==> config.mk <==
export PLATFORM = sky130hd
export DESIGN_NAME = audio_dac_serializer
export DESIGN_NICKNAME = d
export VERILOG_FILES = /design/src/rtl/audio_dac_serializer.sv
export SDC_FILE = /design/constraint.sdc
export NUM_CORES = 1
export LEC_CHECK = 0
export ABC_CLOCK_PERIOD_IN_PS = 7600
export CORE_MARGIN = 2
export CORE_UTILIZATION = 60
export CTS_BUF_LIST = sky130_fd_sc_hd__clkbuf_4
export DETAILED_ROUTE_END_ITERATION = 10
export PLACE_DENSITY = 0.78
export SKIP_CTS_REPAIR_TIMING = 1
export SLEW_MARGIN = 15
export SYNTH_ARGS = -nofsm -noshare
export SYNTH_HDL_FRONTEND = slang
export SYNTH_SLANG_ARGS = --single-unit
==> constraint.sdc <==
create_clock -name CLOCK_50 -period 7.6 [get_ports CLOCK_50]
set_clock_uncertainty 0.1 [all_clocks]
set_input_delay 1.14 -clock CLOCK_50 [delete_from_list [all_inputs] [get_ports CLOCK_50]]
set_output_delay 1.14 -clock CLOCK_50 [all_outputs]
set_load 0.005 [all_outputs]
==> src/rtl/audio_dac_serializer.sv <==
// I2S DAC serializer: one-entry sample-pair holding buffer feeding a 64-slot
// frame (32-bit L then R, MSB first, one-slot delay) with BCLK divided from CLOCK_50.
module audio_dac_serializer #(
  parameter int BCLK_HALF = 8
) (
  input  logic        CLOCK_50,
  input  logic        reset,
  input  logic [31:0] in_L,
  input  logic [31:0] in_R,
  input  logic        in_valid,
  output logic        in_ready,
  output logic        AUD_BCLK,
  output logic        AUD_DACLRCK,
  output logic        AUD_DACDAT,
  output logic        sample_tick,
  output logic        underrun
);

  localparam logic [7:0] DIV_LAST = 8'(BCLK_HALF - 1);

  logic [7:0]  div_q,  div_d;
  logic        bclk_q, bclk_d;
  logic [5:0]  slot_q, slot_d;
  logic        full_q, full_d;
  logic [63:0] buf_q,  buf_d;
  logic [63:0] sh_q,   sh_d;
  logic [63:0] last_q, last_d;
  logic        dat_q,  dat_d;
  logic        rdy_q,  rdy_d;
  logic        tick_q, tick_d;
  logic        ur_q,   ur_d;

  logic div_wrap;
  logic bclk_fall;
  logic frame_start;
  logic accept;

  always_comb begin
    div_wrap    = (div_q == DIV_LAST);
    bclk_fall   = div_wrap && bclk_q;
    frame_start = bclk_fall && (slot_q == 6'd63);
    accept      = in_valid && rdy_q;

    div_d  = div_wrap ? 8'd0 : div_q + 8'd1;
    bclk_d = div_wrap ? !bclk_q : bclk_q;
    slot_d = slot_q;
    full_d = full_q;
    buf_d  = buf_q;
    sh_d   = sh_q;
    last_d = last_q;
    dat_d  = dat_q;
    tick_d = 1'b0;
    ur_d   = 1'b0;

    // The bit leaving the shifter is driven one slot late, so slot 0 of a
    // frame carries R[0] of the previous one.
    if (bclk_fall) begin
      slot_d = slot_q + 6'd1;
      dat_d  = sh_q[63];
      sh_d   = {sh_q[62:0], 1'b0};
    end

    if (frame_start) begin
      tick_d = 1'b1;
      if (full_q) begin
        sh_d   = buf_q;
        last_d = buf_q;
        full_d = 1'b0;
      end else begin
        sh_d = last_q;
        ur_d = 1'b1;
      end
    end

    // rdy_q is low whenever full_q is set, so an accept never collides with a load.
    if (accept) begin
      full_d = 1'b1;
      buf_d  = {in_L, in_R};
    end

    rdy_d = !full_d;
  end

  always_ff @(posedge CLOCK_50 or posedge reset) begin
    if (reset) begin
      div_q  <= 8'd0;
      bclk_q <= 1'b0;
      slot_q <= 6'd63;
      full_q <= 1'b0;
      buf_q  <= 64'd0;
      sh_q   <= 64'd0;
      last_q <= 64'd0;
      dat_q  <= 1'b0;
      rdy_q  <= 1'b0;
      tick_q <= 1'b0;
      ur_q   <= 1'b0;
    end else begin
      div_q  <= div_d;
      bclk_q <= bclk_d;
      slot_q <= slot_d;
      full_q <= full_d;
      buf_q  <= buf_d;
      sh_q   <= sh_d;
      last_q <= last_d;
      dat_q  <= dat_d;
      rdy_q  <= rdy_d;
      tick_q <= tick_d;
      ur_q   <= ur_d;
    end
  end

  assign in_ready    = rdy_q;
  assign AUD_BCLK    = bclk_q;
  assign AUD_DACLRCK = slot_q[5];
  assign AUD_DACDAT  = dat_q;
  assign sample_tick = tick_q;
  assign underrun    = ur_q;

endmodule
; Word level (Yosys, flattened, before mapping)
; Index checks and enable logic that the tools add are counted.
; W data, S select, Z words.
[op_classes]
n_reduce_logical = 6
n_mux = 9
addsub = 2
n_eq_ne = 2
[ops]
columns = cell, count
row1 = $mux W64, 3
row2 = $add A8 B1 Y8 const B, 1
row3 = $eq A8 B3 Y1 const B, 1
row4 = $mux W8, 1
row5 = $add A6 B1 Y6 const B, 1
row6 = $eq A6 B6 Y1 const B, 1
row7 = $mux W1, 5
row8 = $logic_and A1 B1 Y1, 3
row9 = $logic_not A1 Y1, 2
row10 = $reduce_bool A2 Y1, 1
[word_totals]
inputBits = 67
wordCells = 30
reg_bits = 212
output_inout_bits = 6

; Longest topological paths before layout
[depth]
ltp_word = 6
depth_mapped = 7
mapped_depth_nobuf = 5

; Worst setup path after synthesis
; Ideal clock, no wire load.
[synth_path]
kind = input to register
start = input in_valid
end = register buf_q[10]
path_stages = 4
arrival_time_ns = 2.312
setup_ns = 0.125
n_path_buf = 2
t_required_ns = 7.375
path_slack_ns = 5.063
path_cell_list = and2_1 > clkbuf_1 > clkbuf_1 > mux2_2
[synth_via]
elab_chain_cells = 1
[synth_rtl]
columns = item, line
row1 = from (decl), 10  ; input logic in_valid,
row2 = $logic_and A1 B1 Y1, 42  ; accept = in_valid && rdy_q;
row3 = to (signal assigned), 102  ; buf_q <= buf_d;
row4 = to (decl), 25  ; logic [63:0] buf_q, buf_d;
; Every way passes these cells.
; A chain may end at the register's enable or synchronous reset.

; Worst setup path in the final report
[layout_path]
start = register div_q[3]
end = register last_q[24]
[layout_via]
elab_chain_cells = 3
[layout_rtl]
columns = item, line
row1 = from (decl), 21  ; logic [7:0] div_q, div_d;
row2 = from (signal assigned), 98  ; div_q <= div_d;
row3 = $eq A8 B3 Y1, 39  ; div_wrap = (div_q == DIV_LAST);
row4 = $logic_and A1 B1 Y1, 40  ; bclk_fall = div_wrap && bclk_q;
row5 = $logic_and A1 B1 Y1, 41  ; frame_start = bclk_fall && (slot_q == 6'd63);
row6 = to (signal assigned), 104  ; last_q <= last_d;
row7 = to (decl), 27  ; logic [63:0] last_q, last_d;
; Every way passes these cells.

==> results.toml <==
[status]
run_status = "completed"

[critical_path]
cp_data_required_time_ps = 8000
reg2reg_slack_ps = 4040
startpoint_type = "flop"
reg2regPathDepth = 4
end_kind = "flop"
crit_fanout = 65
arrival_ps = 3960
cp-endpoint = "last_q[24]$_DFFE_PP0P_"
reg2reg_from = "div_q[3]$_DFF_PP0_"
r2r_end = "last_q[24]$_DFFE_PP0P_"
crit_start = "div_q[3]$_DFF_PP0_"
worstSetupPathType = "reg2reg"

[yosys]
ys_ff_latch = 212
syn-num-nets = 770
netlist_instances = 701
synth_area_per_cell_sq_um = 13.4
yosysUniqueCellTypes = 30
ys_seq_area_share_pct = 56.5
yosys_warnings = 0
syn-cell-area_sq_um = 9410

[cells_and_area]
ff_latch_area_sq_um = 5320
final_common_cell = "dfrtp_1"
finalNetCount = 855
mostFrequentLayoutCells = "205 x dfrtp_1, 144 x mux2_2, 81 x clkbuf_4, 72 x clkdlybuf4s50_1, 71 x mux2i_1"
syn2layout_area_growth_pct = 15.8
drive_above_1_share_pct = 34.1
stdcell_area_sq_um = 10900
fillers = 1074
multi_input_area_sq_um = 3870

[placement]
post-dp-hpwl_um = 9670
placed_cell_area_sq_um = 10200
globalplace.congestion = 0.730
port_buffers = 72

[hold_path]
hold_class = "reg2reg"

[route]
ant_nets = 0
drt-wirelength-per-cell_um = 16.0
finalWirelength_um = 16600
viasPerCell = 5.43
vias = 5637
drtIter0Drc = 307
drc = 0
firstDrtPassIters = 4

[pwr]
switching_share_pct = 25.3
power_frac_clock_pct = 34.8
pwr-share-seq_pct = 50.9
power.ir.vdd_worst_mv = 0.133
p_leak_uw = 0.00488
switchingPower_uw = 676
p_per_area_nw_per_um2 = 246
power_frac_comb_pct = 14.3
p_int_uw = 2000

[sta]
tns_ps = 0
post-route-period-util_pct = 46.8
hold_violations = 0
max_freq_ghz = 0.281
worst_pin_slew_ps = 1130
final.min_clock_period_ps = 3560
rsz0062_at_grt = "no"
setup_violations = 0
maxSlewViolCount = 0
slew_headroom_pct = 24.4

[die]
initial_utilization_pct = 61.6
die-area_sq_um = 16700
dieHeight_um = 129
io_pins = 73
num_rows = 45
core_sq_um = 15300
die_w_um = 129

[global_routing]
grt_max_degree = 139
overflow = 0
gr-usage-all-layers_pct = 21.3
grt_pass1_vias = 6117
antenna_found_initial = 1
grt_first_pass_wirelength_um = 28500

[clocking]
h-tree-depth = 2
cts_made_buffers = 53
cts_tree = "yes"
clock_latency_ps = 650
root_buffer = "clkbuf_4"
cts_sinks = 212
cts.path.max_buffers = 3
clk_pin_slew_ps = 60

[run]
cap_violations = 0
-- Yosys cell counts --
| cell type | instances | share of area [%] |
|---|---|---|
| mux2_4 | 40 | 6.4 |
| mux2_2 | 144 | 17 |
| a21oi_1 | 1 | 0.053 |
| nand4_1 | 4 | 0.27 |
| inv_1 | 10 | 0.40 |
| and2_1 | 2 | 0.13 |
| nor2b_1 | 1 | 0.067 |
| o21ai_1 | 7 | 0.37 |
| buf_2 | 6 | 0.32 |
| buf_4 | 1 | 0.080 |
| o21ai_0 | 65 | 3.5 |
| nand2_2 | 1 | 0.067 |
| nand2_1 | 65 | 2.6 |
| nor3_1 | 3 | 0.16 |
| and3_1 | 4 | 0.27 |
| a21o_1 | 1 | 0.080 |
| mux2i_1 | 71 | 7.6 |
| ha_1 | 2 | 0.27 |
| xnor2_1 | 11 | 1.0 |
| buf_6 | 4 | 0.48 |
| dfrtp_1 | 206 | 55 |
| nand3_1 | 5 | 0.27 |
| nor4_4 | 1 | 0.23 |
| clkbuf_1 | 29 | 1.2 |
| buf_1 | 4 | 0.16 |
| nor2_1 | 4 | 0.16 |
| xor2_1 | 1 | 0.093 |
| or4_4 | 1 | 0.12 |
| dfstp_2 | 6 | 1.7 |
| or4_1 | 1 | 0.080 |
-- registers in the layout, indices dropped and copies added (netlist names) --
name	flops
last_q	64
sample_tick	1
AUD_BCLK	1
slot_q	6
AUD_DACDAT	1
underrun	1
sh_q	64
div_q	8
in_ready	1
full_q	1
buf_q	64
-- metrics by stage --
step | std cells | utilization [%] | setup slack (ps) | total power (uW) | hold WS (ps)
2_1_floorplan | 701 | - | 576 | 1650 | 325
3_3_place_gp | 942 | 67.0 | 4160 | 1750 | 340
3_5_place_dp | 942 | 67.0 | 4100 | 1770 | 353
4_1_cts | 1037 | 71.4 | 4070 | 2710 | 362
5_1_grt | 1038 | 71.4 | 3930 | 2830 | 389
6_report | 1038 | 71.4 | 4040 | 2670 | 357
-- layer usage --
layer	vias to the layer above	global-route usage [%]	wire [um]
met5	-	0	0
li1	2676	-	-
met3	41	5.37	637
met4	0	7.99	395
met1	2821	27.3	7490
met2	99	35.2	8120
-- power groups by stage --
| stage | clock, uW | combinational (uW) | sequential [uW] |
|---|---|---|---|
| after floorplan | 0 | 317 | 1330 |
| after global placement | 0 | 368 | 1380 |
| after detailed placement | 0 | 387 | 1390 |
| after CTS | 955 | 389 | 1370 |
| after global routing | 1020 | 424 | 1380 |
| final | 931 | 381 | 1360 |
-- layout make-up --
class                           instances  share of cell area [%]
Sequential cell                       212                    48.8
Multi-Input combinational cell        435                    35.5
Timing Repair Buffer                   74                    6.76
Clock buffer                           81                    5.58
Tap cell                              211                    2.42
Clock inverter                         14                   0.483
Inverter                               10                   0.414
Antenna cell                            1                  0.0230
-- logic make-up (layout without fill, tap and decap cells) --
| group | after synthesis | after routing | synth area share, % |
|---|---|---|---|
| compound gates | 74 | 74 | 3.96 |
| xor+xnor | 12 | 12 | 1.12 |
| fa+ha+maj | 2 | 2 | 0.266 |
| buf+inv | 54 | 179 | 2.59 |
| flops | 212 | 212 | 56.5 |
| mux | 255 | 255 | 31.2 |
| other cells | 0 | 1 | 0 |
| simple gates | 92 | 92 | 4.40 |
-- critical path: stages, from the launching register on --
cell     delay, ps
dfrtp_1        450
or4_4          590
nor4_4         790
nand2_4        850
mux2_4         560
-- worst min-delay path by stage --
stage	startpoint	end	slack, ps	cells past startpoint
2_1_floorplan	div_q[0]$_DFF_PP0_	div_q[0]$_DFF_PP0_	330	1
3_3_place_gp	div_q[0]$_DFF_PP0_	div_q[0]$_DFF_PP0_	340	1
3_5_place_dp	div_q[0]$_DFF_PP0_	div_q[0]$_DFF_PP0_	350	1
4_1_cts	div_q[0]$_DFF_PP0_	div_q[0]$_DFF_PP0_	360	1
5_1_grt	div_q[0]$_DFF_PP0_	div_q[0]$_DFF_PP0_	390	1
6_report	div_q[0]$_DFF_PP0_	div_q[0]$_DFF_PP0_	360	1
(Power assumes the default switching activity.)
